$ cat config.mk
export PLATFORM = sky130hd
export DESIGN_NAME = adder_axi_master
export DESIGN_NICKNAME = d
export VERILOG_FILES = /design/src/rtl/adder_axi_master.sv
export SDC_FILE = /design/constraint.sdc
export NUM_CORES = 1
export LEC_CHECK = 0
export CELL_PAD_IN_SITES_DETAIL_PLACEMENT = 1
export CELL_PAD_IN_SITES_GLOBAL_PLACEMENT = 2
export CORE_MARGIN = 4
export CORE_UTILIZATION = 25
export DETAILED_ROUTE_END_ITERATION = 7
export GPL_TIMING_DRIVEN = 0
export PLACE_DENSITY_LB_ADDON = 0.1
export SYNTH_ARGS = -nofsm -noshare
export SYNTH_HDL_FRONTEND = slang
export SYNTH_SLANG_ARGS = --single-unit
$ cat constraint.sdc
create_clock -name m1_axi_aclk -period 2.2 [get_ports m1_axi_aclk]
set_input_delay 0.33 -clock m1_axi_aclk [delete_from_list [all_inputs] [get_ports m1_axi_aclk]]
set_output_delay 0.33 -clock m1_axi_aclk [all_outputs]
set_load 0.005 [all_outputs]
$ cat src/rtl/adder_axi_master.sv
// adder_axi_master: AXI-lite master that sequences write A, write B, read sum and read overflow on the adder slave.
// Latency: with a zero-wait slave, start at edge 0 gives WR_A in cycle 1 and done in cycle 8; each phase is bounded by TIMEOUT_CYCLES.
// Backpressure: valids are held until accepted, one idle TURN cycle separates phases, and a stalled phase aborts to DONE with error.
module adder_axi_master #(
   parameter int DATA_WIDTH     = 32,
   parameter int ADDR_WIDTH     = 8,
   parameter int ADDR_A         = 0,
   parameter int ADDR_B         = 4,
   parameter int ADDR_SUM       = 8,
   parameter int ADDR_OVF       = 12,
   parameter int TIMEOUT_CYCLES = 16
) (
   input  logic                    m1_axi_aclk,
   input  logic                    m1_axi_aresetn,
   input  logic                    start,
   input  logic [DATA_WIDTH-1:0]   op_a,
   input  logic [DATA_WIDTH-1:0]   op_b,
   output logic                    busy,
   output logic                    done,
   output logic [DATA_WIDTH-1:0]   sum_out,
   output logic                    ovf_out,
   output logic                    error,
   output logic [ADDR_WIDTH-1:0]   m1_axi_awaddr,
   output logic                    m1_axi_awvalid,
   input  logic                    m1_axi_awready,
   output logic [DATA_WIDTH-1:0]   m1_axi_wdata,
   output logic [DATA_WIDTH/8:0]   m1_axi_wstrb,
   output logic                    m1_axi_wvalid,
   input  logic                    m1_axi_wready,
   input  logic                    m1_axi_bresp,
   input  logic                    m1_axi_bvalid,
   output logic                    m1_axi_bready,
   output logic [ADDR_WIDTH-1:0]   m1_axi_araddr,
   output logic                    m1_axi_arvalid,
   input  logic                    m1_axi_arready,
   input  logic [DATA_WIDTH-1:0]   m1_axi_rdata,
   input  logic                    m1_axi_rresp,
   input  logic                    m1_axi_rvalid,
   output logic                    m1_axi_rready
);

   typedef enum logic [2:0] {
      S_IDLE   = 3'd0,
      S_WR_A   = 3'd1,
      S_TURN   = 3'd2,
      S_WR_B   = 3'd3,
      S_RD_SUM = 3'd4,
      S_RD_OVF = 3'd5,
      S_DONE   = 3'd6
   } state_t;

   localparam int CW = $clog2(TIMEOUT_CYCLES + 1);

   // Phase tags: which transaction was just run, so TURN knows the successor
   localparam logic [1:0] PH_A   = 2'd0;
   localparam logic [1:0] PH_B   = 2'd1;
   localparam logic [1:0] PH_SUM = 2'd2;
   localparam logic [1:0] PH_OVF = 2'd3;

   state_t                r_state;
   logic [1:0]            r_phase;
   logic [CW-1:0]         r_cnt;
   logic [DATA_WIDTH-1:0] r_op_b;
   logic                  r_aw_done;
   logic                  r_w_done;
   logic                  r_busy;
   logic                  r_done;
   logic                  r_error;
   logic                  r_ovf;
   logic [DATA_WIDTH-1:0] r_sum;
   logic [ADDR_WIDTH-1:0] r_awaddr;
   logic [ADDR_WIDTH-1:0] r_araddr;
   logic [DATA_WIDTH-1:0] r_wdata;
   logic                  r_awvalid;
   logic                  r_wvalid;
   logic                  r_bready;
   logic                  r_arvalid;
   logic                  r_rready;

   logic w_is_wr;
   logic w_is_rd;
   logic w_aw_ok;
   logic w_w_ok;
   logic w_wr_cmpl;
   logic w_rd_cmpl;
   logic w_timeout;
   logic w_unused;

   // Read acceptance is implied by the R handshake, so arready carries no information
   assign w_unused  = m1_axi_arready;

   assign w_is_wr   = (r_state == S_WR_A) || (r_state == S_WR_B);
   assign w_is_rd   = (r_state == S_RD_SUM) || (r_state == S_RD_OVF);
   // An address/data beat counts as accepted if it was taken earlier or is being taken now
   assign w_aw_ok   = r_aw_done || (r_awvalid && m1_axi_awready);
   assign w_w_ok    = r_w_done  || (r_wvalid  && m1_axi_wready);
   assign w_wr_cmpl = w_is_wr && w_aw_ok && w_w_ok && m1_axi_bvalid && r_bready;
   assign w_rd_cmpl = w_is_rd && m1_axi_rvalid && r_rready;
   // Last waiting cycle of a phase; completion in the same cycle still wins
   assign w_timeout = (r_cnt == CW'(TIMEOUT_CYCLES - 1));

   assign busy           = r_busy;
   assign done           = r_done;
   assign sum_out        = r_sum;
   assign ovf_out        = r_ovf;
   assign error          = r_error;
   assign m1_axi_awaddr  = r_awaddr;
   assign m1_axi_awvalid = r_awvalid;
   assign m1_axi_wdata   = r_wdata;
   assign m1_axi_wstrb   = {1'b0, {(DATA_WIDTH/8){1'b1}}};
   assign m1_axi_wvalid  = r_wvalid;
   assign m1_axi_bready  = r_bready;
   assign m1_axi_araddr  = r_araddr;
   assign m1_axi_arvalid = r_arvalid;
   assign m1_axi_rready  = r_rready;

   // Command sequencer: state, handshake outputs and captured results all registered here
   always_ff @(posedge m1_axi_aclk) begin
      if (!m1_axi_aresetn) begin
         r_state   <= S_IDLE;
         r_phase   <= PH_A;
         r_cnt     <= '0;
         r_op_b    <= '0;
         r_aw_done <= 1'b0;
         r_w_done  <= 1'b0;
         r_busy    <= 1'b0;
         r_done    <= 1'b0;
         r_error   <= 1'b0;
         r_ovf     <= 1'b0;
         r_sum     <= '0;
         r_awaddr  <= '0;
         r_araddr  <= '0;
         r_wdata   <= '0;
         r_awvalid <= 1'b0;
         r_wvalid  <= 1'b0;
         r_bready  <= 1'b0;
         r_arvalid <= 1'b0;
         r_rready  <= 1'b0;
      end else begin
         r_done <= 1'b0;
         case (r_state)
            S_IDLE: begin
               if (start) begin
                  r_op_b    <= op_b;
                  r_error   <= 1'b0;
                  r_busy    <= 1'b1;
                  r_state   <= S_WR_A;
                  r_phase   <= PH_A;
                  r_awaddr  <= ADDR_WIDTH'(ADDR_A);
                  r_wdata   <= op_a;
                  r_awvalid <= 1'b1;
                  r_wvalid  <= 1'b1;
                  r_bready  <= 1'b1;
                  r_aw_done <= 1'b0;
                  r_w_done  <= 1'b0;
                  r_cnt     <= '0;
               end
            end
            S_WR_A, S_WR_B: begin
               if (w_wr_cmpl) begin
                  r_awvalid <= 1'b0;
                  r_wvalid  <= 1'b0;
                  r_bready  <= 1'b0;
                  if (!m1_axi_bresp) r_error <= 1'b1;
                  r_state   <= S_TURN;
               end else if (w_timeout) begin
                  r_awvalid <= 1'b0;
                  r_wvalid  <= 1'b0;
                  r_bready  <= 1'b0;
                  r_error   <= 1'b1;
                  r_done    <= 1'b1;
                  r_busy    <= 1'b0;
                  r_state   <= S_DONE;
               end else begin
                  r_cnt <= r_cnt + CW'(1);
                  if (r_awvalid && m1_axi_awready) begin
                     r_awvalid <= 1'b0;
                     r_aw_done <= 1'b1;
                  end
                  if (r_wvalid && m1_axi_wready) begin
                     r_wvalid <= 1'b0;
                     r_w_done <= 1'b1;
                  end
               end
            end
            S_RD_SUM, S_RD_OVF: begin
               if (w_rd_cmpl) begin
                  r_arvalid <= 1'b0;
                  r_rready  <= 1'b0;
                  if (!m1_axi_rresp) r_error <= 1'b1;
                  if (r_state == S_RD_SUM) begin
                     r_sum   <= m1_axi_rdata;
                     r_state <= S_TURN;
                  end else begin
                     r_ovf   <= m1_axi_rdata[0];
                     r_done  <= 1'b1;
                     r_busy  <= 1'b0;
                     r_state <= S_DONE;
                  end
               end else if (w_timeout) begin
                  r_arvalid <= 1'b0;
                  r_rready  <= 1'b0;
                  r_error   <= 1'b1;
                  r_done    <= 1'b1;
                  r_busy    <= 1'b0;
                  r_state   <= S_DONE;
               end else begin
                  r_cnt <= r_cnt + CW'(1);
               end
            end
            S_TURN: begin
               r_cnt <= '0;
               case (r_phase)
                  PH_A: begin
                     r_state   <= S_WR_B;
                     r_phase   <= PH_B;
                     r_awaddr  <= ADDR_WIDTH'(ADDR_B);
                     r_wdata   <= r_op_b;
                     r_awvalid <= 1'b1;
                     r_wvalid  <= 1'b1;
                     r_bready  <= 1'b1;
                     r_aw_done <= 1'b0;
                     r_w_done  <= 1'b0;
                  end
                  PH_B: begin
                     r_state   <= S_RD_SUM;
                     r_phase   <= PH_SUM;
                     r_araddr  <= ADDR_WIDTH'(ADDR_SUM);
                     r_arvalid <= 1'b1;
                     r_rready  <= 1'b1;
                  end
                  PH_SUM: begin
                     r_state   <= S_RD_OVF;
                     r_phase   <= PH_OVF;
                     r_araddr  <= ADDR_WIDTH'(ADDR_OVF);
                     r_arvalid <= 1'b1;
                     r_rready  <= 1'b1;
                  end
                  default: begin
                     r_state <= S_IDLE;
                     r_busy  <= 1'b0;
                  end
               endcase
            end
            S_DONE: begin
               r_state <= S_IDLE;
            end
            default: begin
               r_state <= S_IDLE;
            end
         endcase
      end
   end

endmodule
Word level (Yosys, flattened, before mapping)
Cells that the tools add are included.
{"block": "totals", "reg_bits": 132, "inputBits": 106}
{"block": "classes", "n_addsub": 1, "eq_ne": 25, "n_mux": 65, "bitwise": 1, "reduce_logical": 39}
{"cell": "$mux W32", "n": 2}
{"cell": "$pmux W32 S2", "n": 1}
{"cell": "$mux W1", "n": 34}
{"cell": "$pmux W8 S2", "n": 2}
{"cell": "$mux W5", "n": 4}
{"cell": "$pmux W5 S4", "n": 1}
{"cell": "$reduce_and A4 Y1", "n": 5}
{"cell": "$ne A2 B2 Y1 const B", "n": 9}
{"cell": "$pmux W1 S3", "n": 6}
{"cell": "$mux W8", "n": 2}
{"cell": "$mux W3", "n": 5}
{"cell": "$ne A3 B3 Y1 const B", "n": 5}
{"cell": "$reduce_and A3 Y1", "n": 5}
{"cell": "$ne A4 B4 Y1 const B", "n": 3}
{"cell": "$pmux W3 S4", "n": 1}
{"cell": "$reduce_and A6 Y1", "n": 2}
{"cell": "$pmux W3 S3", "n": 1}
{"cell": "$logic_and A1 B1 Y1", "n": 8}
{"cell": "$eq A3 B2 Y1 const B", "n": 2}
{"cell": "$eq A3 B3 Y1 const B", "n": 2}
{"cell": "$pmux W2 S3", "n": 1}
{"cell": "$reduce_bool A2 Y1", "n": 3}
{"cell": "$reduce_bool A3 Y1", "n": 2}
{"cell": "$reduce_or A2 Y1", "n": 3}
{"cell": "17 further kinds", "n": 22}

Longest topological paths before layout
{"block": "depth", "ltp_word": 8, "mapped_depth": 8, "ltp_nobuf": 7}

Worst setup path after synthesis
No wires, ideal clock.
{"block": "synth_timing", "path_kind": "reg2reg", "startpoint": "reg r_cnt[0]", "endpoint": "reg r_cnt[2]", "setup_time_ns": 0.135, "t_arrival_ns": 1.710, "t_required_ns": 2.065, "path_slack_ns": 0.355, "stages_incl_launch_ff": 8, "path_buffers": 0, "cell_sequence": "dfxtp_1 > ha_1 > and3_1 > ha_1 > a21o_1 > a2bb2oi_1 > o311ai_0 > o21ai_0"}
{"block": "synth_via", "elab_chain_len": 4, "word_cells_on_any_way": 6, "classes_between": "1 x add/sub; 1 x eq/ne; 4 x mux"}
{"item": "from (decl)", "line_no": "62", "source": "logic [CW-1:0] r_cnt;"}
{"item": "from (signal assigned)", "line_no": "175", "source": "r_cnt <= r_cnt + CW'(1);"}
{"item": "from (signal assigned)", "line_no": "208", "source": "r_cnt <= r_cnt + CW'(1);"}
{"item": "$add A5 B1 Y5 / $eq A5 B4 Y1 (equally long branches)", "line_no": "175, 208, 100"}
{"item": "$mux W5 *", "line_no": "166, 200"}
{"item": "$mux W5 (on tied branches)", "line_no": "187, 160"}
{"item": "$pmux W5 S4 *", "line_no": "141", "source": "case (r_state)"}
Mark *: on every way between the ends. The rest lies on a longest branch, timed or not. The select of a mux whose other input is x is not followed.
A chain may end at the register's enable or synchronous reset.

Worst setup path in the final report
Same ends and word-level chain as after synthesis.

==> impl_metrics.env <==
export IMPL_p_sw_frac=0.2362
export IMPL_p_int_w=0.004624
export IMPL_hold_viol=0
export IMPL_finalCriticalPeriod_ns=2.082
export IMPL_p_comb_frac=0.124
export IMPL_routabilityCongestion=0.8133
export IMPL_grtUsageTotal=0.1661
export IMPL_p_total_w=0.006053
export IMPL_area_growth_pct=54.88
export IMPL_io_pin_count=200
export IMPL_tightestPinTransition_ns=0.7759
export IMPL_crit_arrival_ns=2.36
export IMPL_peakVddDrop_v=0.0004521
export IMPL_rsz0062_at_grt="no"
export IMPL_seq_area_um2=2382
export IMPL_met3WireLength_mm=1.113
export IMPL_rows=52
export IMPL_ctsHoldBuffers=0
export IMPL_cts_max_level=4
export IMPL_syn_area_um2=5196
export IMPL_relSlewSlack=0.4827
export IMPL_clk_latency_ns=0.41
export IMPL_worst_setup_path_type="flip-flop to flip-flop"
export IMPL_dieArea_um2=23160
export IMPL_final_cell_mix="clkdlybuf4s50_1 (180), nand2_1 (139), dfxtp_1 (119)"
export IMPL_worstSetupStartpointType="flip-flop"
export IMPL_crit_fanout=8
export IMPL_syn_inst=596
export IMPL_nets=923
export IMPL_status="finished, final reports clean"
export IMPL_clkPwrFrac=0.492
export IMPL_max_freq_ghz=0.4803
export IMPL_die_h_um=152.2
export IMPL_synth_xor_area_frac=0
export IMPL_hold_slack_ns=0.4538
export IMPL_start_util=0.2552
export IMPL_path_clk_slew_ns=0.05
export IMPL_setup_viol=0
export IMPL_mostFrequentLayoutCell="clkdlybuf4s50_1"
export IMPL_yosys_warnings=0
export IMPL_synth_adder_area_share=0.01445
export IMPL_drive_gt1_frac=0.1420
export IMPL_ys_ff_latch=119
export IMPL_finalWirelength_mm=19.23
export IMPL_cts_max_path_buffers=2
export IMPL_synth_compound_area_share=0.2003
export IMPL_place_inst=1062
export IMPL_drtAntennaViolNets=0
export IMPL_routed_via_density=4.533
export IMPL_seq_area_frac_synth=0.4585
export IMPL_cp_end_kind="flip-flop"
export IMPL_grt_overflow=0
export IMPL_power_density_nw_per_um2=752.2
export IMPL_synthSimpleGateAreaFrac=0.1760
export IMPL_port_buffers=180
export IMPL_drt_iter0_drc=166
export IMPL_layout_cells_non_filler=1094
export IMPL_drv_slew=0
export IMPL_fin_skew_ns=0.006459
export IMPL_first_pass_iters=4
export IMPL_grt_pass1_vias=5501
export IMPL_fin_crit_sh=0.9463
export IMPL_crit_required_ns=2.48
export IMPL_die_x_um=152.2
export IMPL_grt_start_max_net_pins=17
export IMPL_synthMuxAreaShare=0.06549
export IMPL_p_leak_nw=2.922
export IMPL_seq_power_share=0.383
export IMPL_post_place_ws_ns=-0.3648
export IMPL_root_buffer="clkbuf_16"
export IMPL_fin_ws_ns=0.1181
export IMPL_maxCapViolations=0
export IMPL_vias=4959
export IMPL_antenna_found_initial=3
export IMPL_top_layer="met5"
export IMPL_synth_edff_count=0
export IMPL_wl_met2_mm=9.923
export IMPL_grt_pass1_wl_mm=30.64
export IMPL_cts_tree="built"
export IMPL_power_switching_w=0.001430
export IMPL_cts_sinks=119
export IMPL_nFillCells=2340
export IMPL_async_reset_ff_frac=0
export IMPL_wl_met1_mm=7.853
export IMPL_synth_top_family_by_area="compound AO/OA/AOI/OAI gates"
export IMPL_dp_hpwl_mm=14.57
export IMPL_multiInputGateArea_um2=2457
export IMPL_synth_avg_cell_area_um2=8.719
export IMPL_yosysUniqueCellTypes=52
export IMPL_hold_class="flip-flop to flip-flop"
export IMPL_antenna_cells=0
export IMPL_drc_errors=0
export IMPL_wl_per_cell_um=17.58
export IMPL_synthFlopType="dfxtp_1"
export IMPL_final_util=0.3952
export IMPL_cts_made_buffers=17
export IMPL_core_area_um2=20360
==> cell usage after synthesis (2+ instances only) <==
cell type | number | share of area
nand2_1 | 139 | 0.10
dfxtp_1 | 119 | 0.46
a21oi_1 | 81 | 0.078
nor2_1 | 42 | 0.030
mux2i_1 | 34 | 0.065
buf_4 | 28 | 0.040
a211oi_2 | 25 | 0.060
buf_2 | 18 | 0.017
clkbuf_1 | 13 | 0.0094
a211oi_1 | 9 | 0.013
o21ai_0 | 9 | 0.0087
a31oi_1 | 6 | 0.0072
ha_1 | 6 | 0.014
inv_1 | 6 | 0.0043
buf_6 | 5 | 0.011
nand3_1 | 4 | 0.0039
nand2b_1 | 3 | 0.0036
nor2b_1 | 3 | 0.0036
and2_1 | 2 | 0.0024
conb_1 | 2 | 0.0014
nand3b_1 | 2 | 0.0029
nand4_1 | 2 | 0.0024
nand4b_1 | 2 | 0.0034
nor3_1 | 2 | 0.0019
nor3b_1 | 2 | 0.0029
o2111a_1 | 2 | 0.0043
o211a_1 | 2 | 0.0039
o211ai_1 | 2 | 0.0029
o31ai_1 | 2 | 0.0029
or3_1 | 2 | 0.0024
==> logic make-up after synthesis <==
logic type,Yosys count
adder cells (fa/ha/maj),6
AO/OA/AOI/OAI,149
buffers and inverters,72
multiplexers,34
flip-flops,119
other,2
AND/OR/NAND/NOR,214
==> metal layers <==
metal  track usage  up-vias
li1              -     2433
met1        0.1881     2355
met2        0.2947      140
met3       0.05794       25
met4       0.04966        6
met5             0        -
==> registers in the layout, indices dropped and copies added (netlist names) <==
register        flops
busy                1
m1_axi_araddr       2
sum_out            32
m1_axi_wdata       32
m1_axi_awaddr       1
m1_axi_awvalid      1
r_aw_done           1
done                1
ovf_out             1
m1_axi_rready       1
m1_axi_wvalid       1
r_phase             2
r_cnt               5
r_w_done            1
r_state             3
m1_axi_bready       1
error               1
r_op_b             32
==> metrics by stage <==
stage / area (µm²) / setup TNS (ns)
floorplan: 5256 / 0
global placement: 7396 / -7.855
detailed placement: 7396 / -11.47
CTS: 8031 / 0
global route: 8048 / 0
finish: 8048 / 0
==> path summary, 6_finish.rpt <==
kind                from     endpoint  slack, ns  cells after the start
min reg2reg  sum_out[22]  sum_out[22]       0.45                      2
min          sum_out[22]  sum_out[22]       0.45                      2
max reg2reg     r_cnt[0]     r_cnt[2]       0.12                      7
max             r_cnt[0]     r_cnt[2]       0.12                      7
==> worst max-delay path, stage by stage, from the launching register on <==
cell and delay [ns]:
dfxtp_1 0.34, ha_1 0.24, and3_1 0.19, ha_2 0.24, a21o_1 0.24, a2bb2oi_2 0.20, o311ai_0 0.34, o21ai_0 0.14
==> power by group through the flow <==
stage,logic [W],registers [W],clock network (W)
after floorplan,0.000335,0.00235,0
after detailed placement,0.000763,0.00237,0
after CTS,0.000766,0.00232,0.00307
after global routing,0.000833,0.00233,0.00315
after global placement,0.000747,0.00236,0
final,0.000754,0.00232,0.00298
==> timing repair <==
action / CTS / global route
buffers inserted: 0 / 0
pin swaps: 0 / 0
resized for setup: 1 / 5
endpoints found under the setup margin: 1 / 6
==> final cells by class <==
type	instances	share of cell area
Buffer	65	0.05100
Multi-Input combinational cell	421	0.3053
Tap cell	270	0.04198
Sequential cell	119	0.2960
Inverter	7	0.003265
Timing Repair Buffer	180	0.2239
Clock inverter	12	0.02177
Clock buffer	20	0.05675
(Power assumes the default switching activity.)
